### src/rtl/fanout_pkg.sv
// rtl/fanout_pkg.sv - shared types, defaults and helpers for the fanout fork controller
package fanout_pkg;

    localparam int NUM_OUT_DEF = 20;
    localparam int SEL_W_DEF   = 8;
    localparam int SEL_BIT_DEF = 6;
    localparam int CNT_W_DEF   = 16;

    typedef enum logic [1:0] {
        IDLE     = 2'd0,
        PARTIAL  = 2'd1,
        CFG_WAIT = 2'd2
    } state_t;

    // A branch participates only when enabled and routed to this fork.
    function automatic logic sel_active(input logic en, input logic sel_bit);
        return en & sel_bit;
    endfunction

endpackage

### src/rtl/fanout_branch.sv
// rtl/fanout_branch.sv - per-branch taken flag and valid/ready terms of the eager fork
module fanout_branch
(
    input  logic clk,
    input  logic rst_n,
    input  logic in_valid,
    input  logic active,
    input  logic out_ready,
    input  logic accept,
    output logic out_valid,
    output logic served,
    output logic ready_term
);

    logic taken;

    assign out_valid  = in_valid & active & ~taken;
    assign served     = out_valid & out_ready;
    assign ready_term = ~active | taken | out_ready;

    always_ff @(posedge clk) begin
        if (!rst_n) begin
            taken <= 1'b0;
        end else if (accept) begin
            taken <= 1'b0;
        end else if (served) begin
            taken <= 1'b1;
        end
    end

endmodule

### src/rtl/fanout_fork_ctrl.sv
// rtl/fanout_fork_ctrl.sv - eager fork handshake controller with shadowed config and debug counters
module fanout_fork_ctrl
    import fanout_pkg::*;
#(
    parameter int NUM_OUT = NUM_OUT_DEF,
    parameter int SEL_W   = SEL_W_DEF,
    parameter int SEL_BIT = SEL_BIT_DEF,
    parameter int CNT_W   = CNT_W_DEF
)
(
    input  logic                     clk,
    input  logic                     rst_n,
    input  logic                     cfg_load,
    input  logic [NUM_OUT-1:0]       cfg_en,
    input  logic [NUM_OUT*SEL_W-1:0] cfg_sel,
    output logic                     cfg_busy,
    input  logic                     in_valid,
    output logic                     in_ready,
    output logic [NUM_OUT-1:0]       out_valid,
    input  logic [NUM_OUT-1:0]       out_ready,
    output logic [CNT_W-1:0]         tok_cnt,
    output logic [CNT_W-1:0]         stall_cnt,
    input  logic                     cnt_clr
);

    state_t                   state;
    logic [NUM_OUT-1:0]       en_q;
    logic [NUM_OUT*SEL_W-1:0] sel_q;
    logic [NUM_OUT-1:0]       pend_en;
    logic [NUM_OUT*SEL_W-1:0] pend_sel;
    logic [NUM_OUT-1:0]       active;
    logic [NUM_OUT-1:0]       served;
    logic [NUM_OUT-1:0]       ready_term;
    logic                     accept;
    logic                     deliver;
    logic                     unused_sel;

    for (genvar i = 0; i < NUM_OUT; i++) begin : g_branch
        assign active[i] = sel_active(en_q[i], sel_q[i*SEL_W + SEL_BIT]);

        fanout_branch u_branch (
            .clk        (clk),
            .rst_n      (rst_n),
            .in_valid   (in_valid),
            .active     (active[i]),
            .out_ready  (out_ready[i]),
            .accept     (accept),
            .out_valid  (out_valid[i]),
            .served     (served[i]),
            .ready_term (ready_term[i])
        );
    end

    // Only one bit of each select field steers the fork; the rest is kept for readback.
    assign unused_sel = ^sel_q;

    assign in_ready = &ready_term;
    assign accept   = in_valid & in_ready;
    assign deliver  = |served;

    // Configuration may only change between tokens so taken bits stay coherent.
    always_ff @(posedge clk) begin
        if (!rst_n) begin
            state    <= IDLE;
            en_q     <= '0;
            sel_q    <= '0;
            pend_en  <= '0;
            pend_sel <= '0;
            cfg_busy <= 1'b0;
        end else begin
            case (state)
                IDLE: begin
                    if (cfg_load) begin
                        en_q  <= cfg_en;
                        sel_q <= cfg_sel;
                    end
                    if (deliver && !accept) begin
                        state <= PARTIAL;
                    end
                end
                PARTIAL: begin
                    if (accept) begin
                        if (cfg_load) begin
                            en_q  <= cfg_en;
                            sel_q <= cfg_sel;
                        end
                        state <= IDLE;
                    end else if (cfg_load) begin
                        pend_en  <= cfg_en;
                        pend_sel <= cfg_sel;
                        cfg_busy <= 1'b1;
                        state    <= CFG_WAIT;
                    end
                end
                CFG_WAIT: begin
                    if (accept) begin
                        en_q     <= cfg_load ? cfg_en  : pend_en;
                        sel_q    <= cfg_load ? cfg_sel : pend_sel;
                        cfg_busy <= 1'b0;
                        state    <= IDLE;
                    end else if (cfg_load) begin
                        pend_en  <= cfg_en;
                        pend_sel <= cfg_sel;
                    end
                end
                default: begin
                    state    <= IDLE;
                    cfg_busy <= 1'b0;
                end
            endcase
        end
    end

    always_ff @(posedge clk) begin
        if (!rst_n || cnt_clr) begin
            tok_cnt   <= '0;
            stall_cnt <= '0;
        end else begin
            if (accept) begin
                tok_cnt <= tok_cnt + CNT_W'(1);
            end
            if (in_valid && !in_ready && (stall_cnt != {CNT_W{1'b1}})) begin
                stall_cnt <= stall_cnt + CNT_W'(1);
            end
        end
    end

endmodule

### config.mk
export PLATFORM = sky130hd
export DESIGN_NAME = fanout_fork_ctrl
export DESIGN_NICKNAME = d
export VERILOG_FILES = /design/src/rtl/fanout_pkg.sv /design/src/rtl/fanout_branch.sv /design/src/rtl/fanout_fork_ctrl.sv
export SDC_FILE = /design/constraint.sdc
export NUM_CORES = 1
export LEC_CHECK = 0
export CAP_MARGIN = 10
export CORE_MARGIN = 2
export CORE_UTILIZATION = 45
export CTS_CLUSTER_DIAMETER = 80
export DETAILED_ROUTE_END_ITERATION = 10
export PLACE_DENSITY = 0.91
export SETUP_SLACK_MARGIN = 0.15
export SYNTH_ARGS = -nofsm -noshare
export SYNTH_HDL_FRONTEND = slang
export SYNTH_SLANG_ARGS = --single-unit
### constraint.sdc
create_clock -name clk -period 3.4 [get_ports clk]
set_input_delay 0.51 -clock clk [delete_from_list [all_inputs] [get_ports clk]]
set_output_delay 0.51 -clock clk [all_outputs]
set_load 0.05 [all_outputs]
==> metrics.md <==
| Metric | Value |
|---|---|
| Post-route ant nets | `0` |
| Crit path cell chain | `clkdlybuf4s50_1 > clkinv_1 > nor3_1 > buf_12` |
| Static leakage | `3.36 nW` |
| Root buf cell | `clkbuf_16` |
| Drt pass-1 iters | `5` |
| Die area | `0.0162 sq mm` |
| Post-synth ARST share | `0%` |
| P&R area growth vs syn | `24.9%` |
| Htree depth | `4` |
| Number of flops mapped to enable cells by yosys | `0` |
| RD Place Congestion | `0.863` |
| Initial Utilization | `45.6%` |
| Top FF cell, synth | `dfxtp_1` |
| Global-route wire length before repair | `29000 um` |
| RSZ-0062 raised after global routing | `no` |
| CTS tree | `yes` |
| Clock sink total | `135` |
| Switching part of the total | `26.0%` |
| Min Tclk post-route | `3.10 ns` |
| Finish-stage setup viols | `0` |
| Yosys warns | `0` |
| Initial antenna violation count | `0` |
| CTS Buffer Depth | `2` |
| Nets | `1044` |
| Post-CTS resize count | `0` |
| Max-slew violations | `0` |
| Worst-margin pin slew | `0.790 ns` |
| Row count | `45` |
| Core area | `0.0150 sq mm` |
| Layout cells sized above 1 | `8.97%` |
| Seq/Total Area, Yosys | `39.4%` |
| Slowest cell on the critical path | `clkdlybuf4s50_1` |
| Netlist cell types | `60` |
| Routed via count | `5999` |
| Status | `completed` |
| Peak Freq | `0.322 GHz` |
| Sequential share of power | `43.0%` |
| Final period utilization | `91.3%` |
| Worst-path clk slew | `0.06 ns` |
| Critical path arrival | `2.59 ns` |
| Mapped Nets | `962` |
| Finished layout cell area | `0.00856 sq mm` |
| Commonest non-fill, non-tap cells in the layout | `135 x dfxtp_1, 96 x clkdlybuf4s50_1, 89 x nand2_1` |
| Mean Syn Cell Area | `9.11 sq um` |
| TritonCTS buffer count | `17` |
| TNS Setup | `0 ns` |
| Peak supply drop | `0.334 mV` |
| CP Max Fanout | `10` |
| PwrDens | `468 mW/mm^2` |
| Setup Crit Path Kind | `primary input to output pin` |
| Skew-Pair Late Insertion Delay | `0.42 ns` |
| Die H | `127 um` |
| Crit path capture type | `output pin` |
| WP data required | `2.89 ns` |
| # DRC | `0` |
| Global route overflow | `0` |
| Filler cells | `1218` |
| Post-detail-place hpwl | `12100 um` |
| Clock power frac | `42.0%` |
| Number of global-route vias before repair | `5733` |
| Int Pwr | `2.96 mW` |
| Pin count of the biggest net entering global routing | `126` |
| Global Route Usage Sum | `22.3%` |
| Drt total wl | `17700 um` |
| Min-Delay Path Class | `flop to flop` |
| Synth Instances | `752` |
| Die width | `127 um` |
| CTS Hold Bufs | `0` |
| Max Cap Violations | `0` |
| Element type at the critical path start | `primary input` |
| Mapped cell area | `0.00685 sq mm` |
| Psw | `1.04 mW` |
| Final clock skew | `0.00944 ns` |
| # IOs | `259` |
| Vias per inst | `5.80` |
| Commonest non-fill, non-tap cell in the layout | `dfxtp_1` |
| Setup Buffers After CTS | `0` |
| Crit-path leading delay family | `buffers and inverters` |
| Synthesis-stage register bit count | `135` |
| Final Hold Fails | `0` |
| Area post-placement | `0.00803 sq mm` |
| Comb pwr share | `15.0%` |
| Routed WL per cell | `17.1 um` |
| Diode count | `0` |
| Critical path buffer and inverter count | `3` |
| IO buf count | `118` |
| Initial DRC count | `553` |
| Crit path largest cell delay | `0.76 ns` |
| Max-Slew Margin vs Limit | `47.2%` |
[cells by family (layout without fill, tap and decap cells)]
logic type	Yosys count	after routing	share of synthesized area, %
multiplexers	83	83	12.1
AO/OA/AOI/OAI	133	133	13.3
AND/OR/NAND/NOR	300	300	26.9
buffers and inverters	94	189	7.12
adder cells (fa/ha/maj)	5	5	0.913
XOR/XNOR	2	2	0.256
flip-flops	135	135	39.4
[power by group through the flow]
stage	sequential, mW	combinational, mW	clock [mW]
2_1_floorplan	1.74	0.391	0
3_3_place_gp	1.75	0.577	0
3_5_place_dp	1.75	0.592	0
4_1_cts	1.72	0.601	1.70
5_1_grt	1.73	0.648	1.78
6_report	1.72	0.602	1.68
[cell type report]
cell class	instances	area [sq um]	share of cell area (%)
multi-input combinational	523	3680	42.9
sequential	135	2700	31.6
timing repair buffer	129	1310	15.3
clock buffer	23	458	5.35
tap	188	235	2.75
inverter	28	105	1.23
clock inverter	9	77.6	0.906
[stage by stage]
| stage | setup WS [ns] | std cells | hold WS (ns) | utilization (%) | total power, mW |
|---|---|---|---|---|---|
| 2_1_floorplan | 0.969 | 752 | 0.420 | - | 2.13 |
| 3_3_place_gp | 0.345 | 1003 | 0.432 | 53.4 | 2.33 |
| 3_5_place_dp | 0.243 | 1003 | 0.452 | 53.4 | 2.35 |
| 4_1_cts | 0.406 | 1035 | 0.464 | 57.0 | 4.02 |
| 5_1_grt | 0.281 | 1035 | 0.484 | 57.0 | 4.16 |
| 6_report | 0.297 | 1035 | 0.465 | 57.0 | 4.01 |
[synth_stat cells (2+ instances only)]
| master | n | area, sq um |
|---|---|---|
| dfxtp_1 | 135 | 2700 |
| nand2_1 | 90 | 338 |
| mux2i_1 | 83 | 831 |
| nand2b_1 | 44 | 275 |
| a21oi_1 | 42 | 210 |
| nor2b_1 | 42 | 263 |
| o211ai_1 | 42 | 315 |
| clkbuf_1 | 31 | 116 |
| inv_1 | 27 | 101 |
| buf_4 | 24 | 180 |
| or4_1 | 17 | 128 |
| o31ai_1 | 16 | 120 |
| nand3_1 | 15 | 75.1 |
| and4b_1 | 14 | 140 |
| nor2_1 | 13 | 48.8 |
| nor4bb_1 | 12 | 120 |
| nand4_1 | 7 | 43.8 |
| buf_2 | 6 | 30.0 |
| nor3_1 | 6 | 30.0 |
| and3_1 | 5 | 31.3 |
| and4_1 | 5 | 43.8 |
| buf_6 | 5 | 56.3 |
| ha_1 | 5 | 62.6 |
| or3_1 | 5 | 31.3 |
| a22oi_1 | 4 | 30.0 |
| a41oi_1 | 4 | 35.0 |
| o21ai_0 | 4 | 20.0 |
| nand4b_1 | 3 | 26.3 |
| nor4_1 | 3 | 18.8 |
| o21ai_1 | 3 | 15.0 |
| a31o_2 | 2 | 17.5 |
| and2_1 | 2 | 12.5 |
| and4bb_4 | 2 | 32.5 |
| nand3b_1 | 2 | 15.0 |
| nor4_4 | 2 | 42.5 |
| nor4b_1 | 2 | 17.5 |
| o21a_1 | 2 | 15.0 |
| o22a_1 | 2 | 17.5 |
| o311ai_0 | 2 | 17.5 |
| o41ai_1 | 2 | 17.5 |
[worst min-delay path, stage by stage (launching register included)]
cell	delay, ns
dfxtp_1	0.32
inv_1	0.05
a21oi_1	0.05
[state kept, by name, indices dropped and copies added, names as in the netlist]
register                 count
g_branch.u_branch.taken     20
sel_q                       20
cfg_busy                     1
state                        2
tok_cnt                     16
en_q                        20
stall_cnt                   16
pend_en                     20
pend_sel                    20
[worst paths after layout]
| path | from | endpoint | slack, ns | cells after the start |
|---|---|---|---|---|
| max | in_valid | out_valid[10] | 0.30 | 4 |
| min | g_branch[15].u_branch.taken$_SDFFE_PP0P_ | g_branch[15].u_branch.taken$_SDFFE_PP0P_ | 0.47 | 2 |
| max reg2reg | stall_cnt[0]$_SDFFE_PP0P_ | stall_cnt[15]$_SDFFE_PP0P_ | 0.96 | 6 |
| min reg2reg | g_branch[15].u_branch.taken$_SDFFE_PP0P_ | g_branch[15].u_branch.taken$_SDFFE_PP0P_ | 0.47 | 2 |
[per-layer routing]
metal	vias up	global-route usage, %	routed length [um]
met2	255	37.3	8570
met1	2827	28.2	7280
li1	2878	-	-
met5	-	0	0
met4	0	7.69	423
met3	39	5.19	1440
Power figures use the tool's default switching activity.
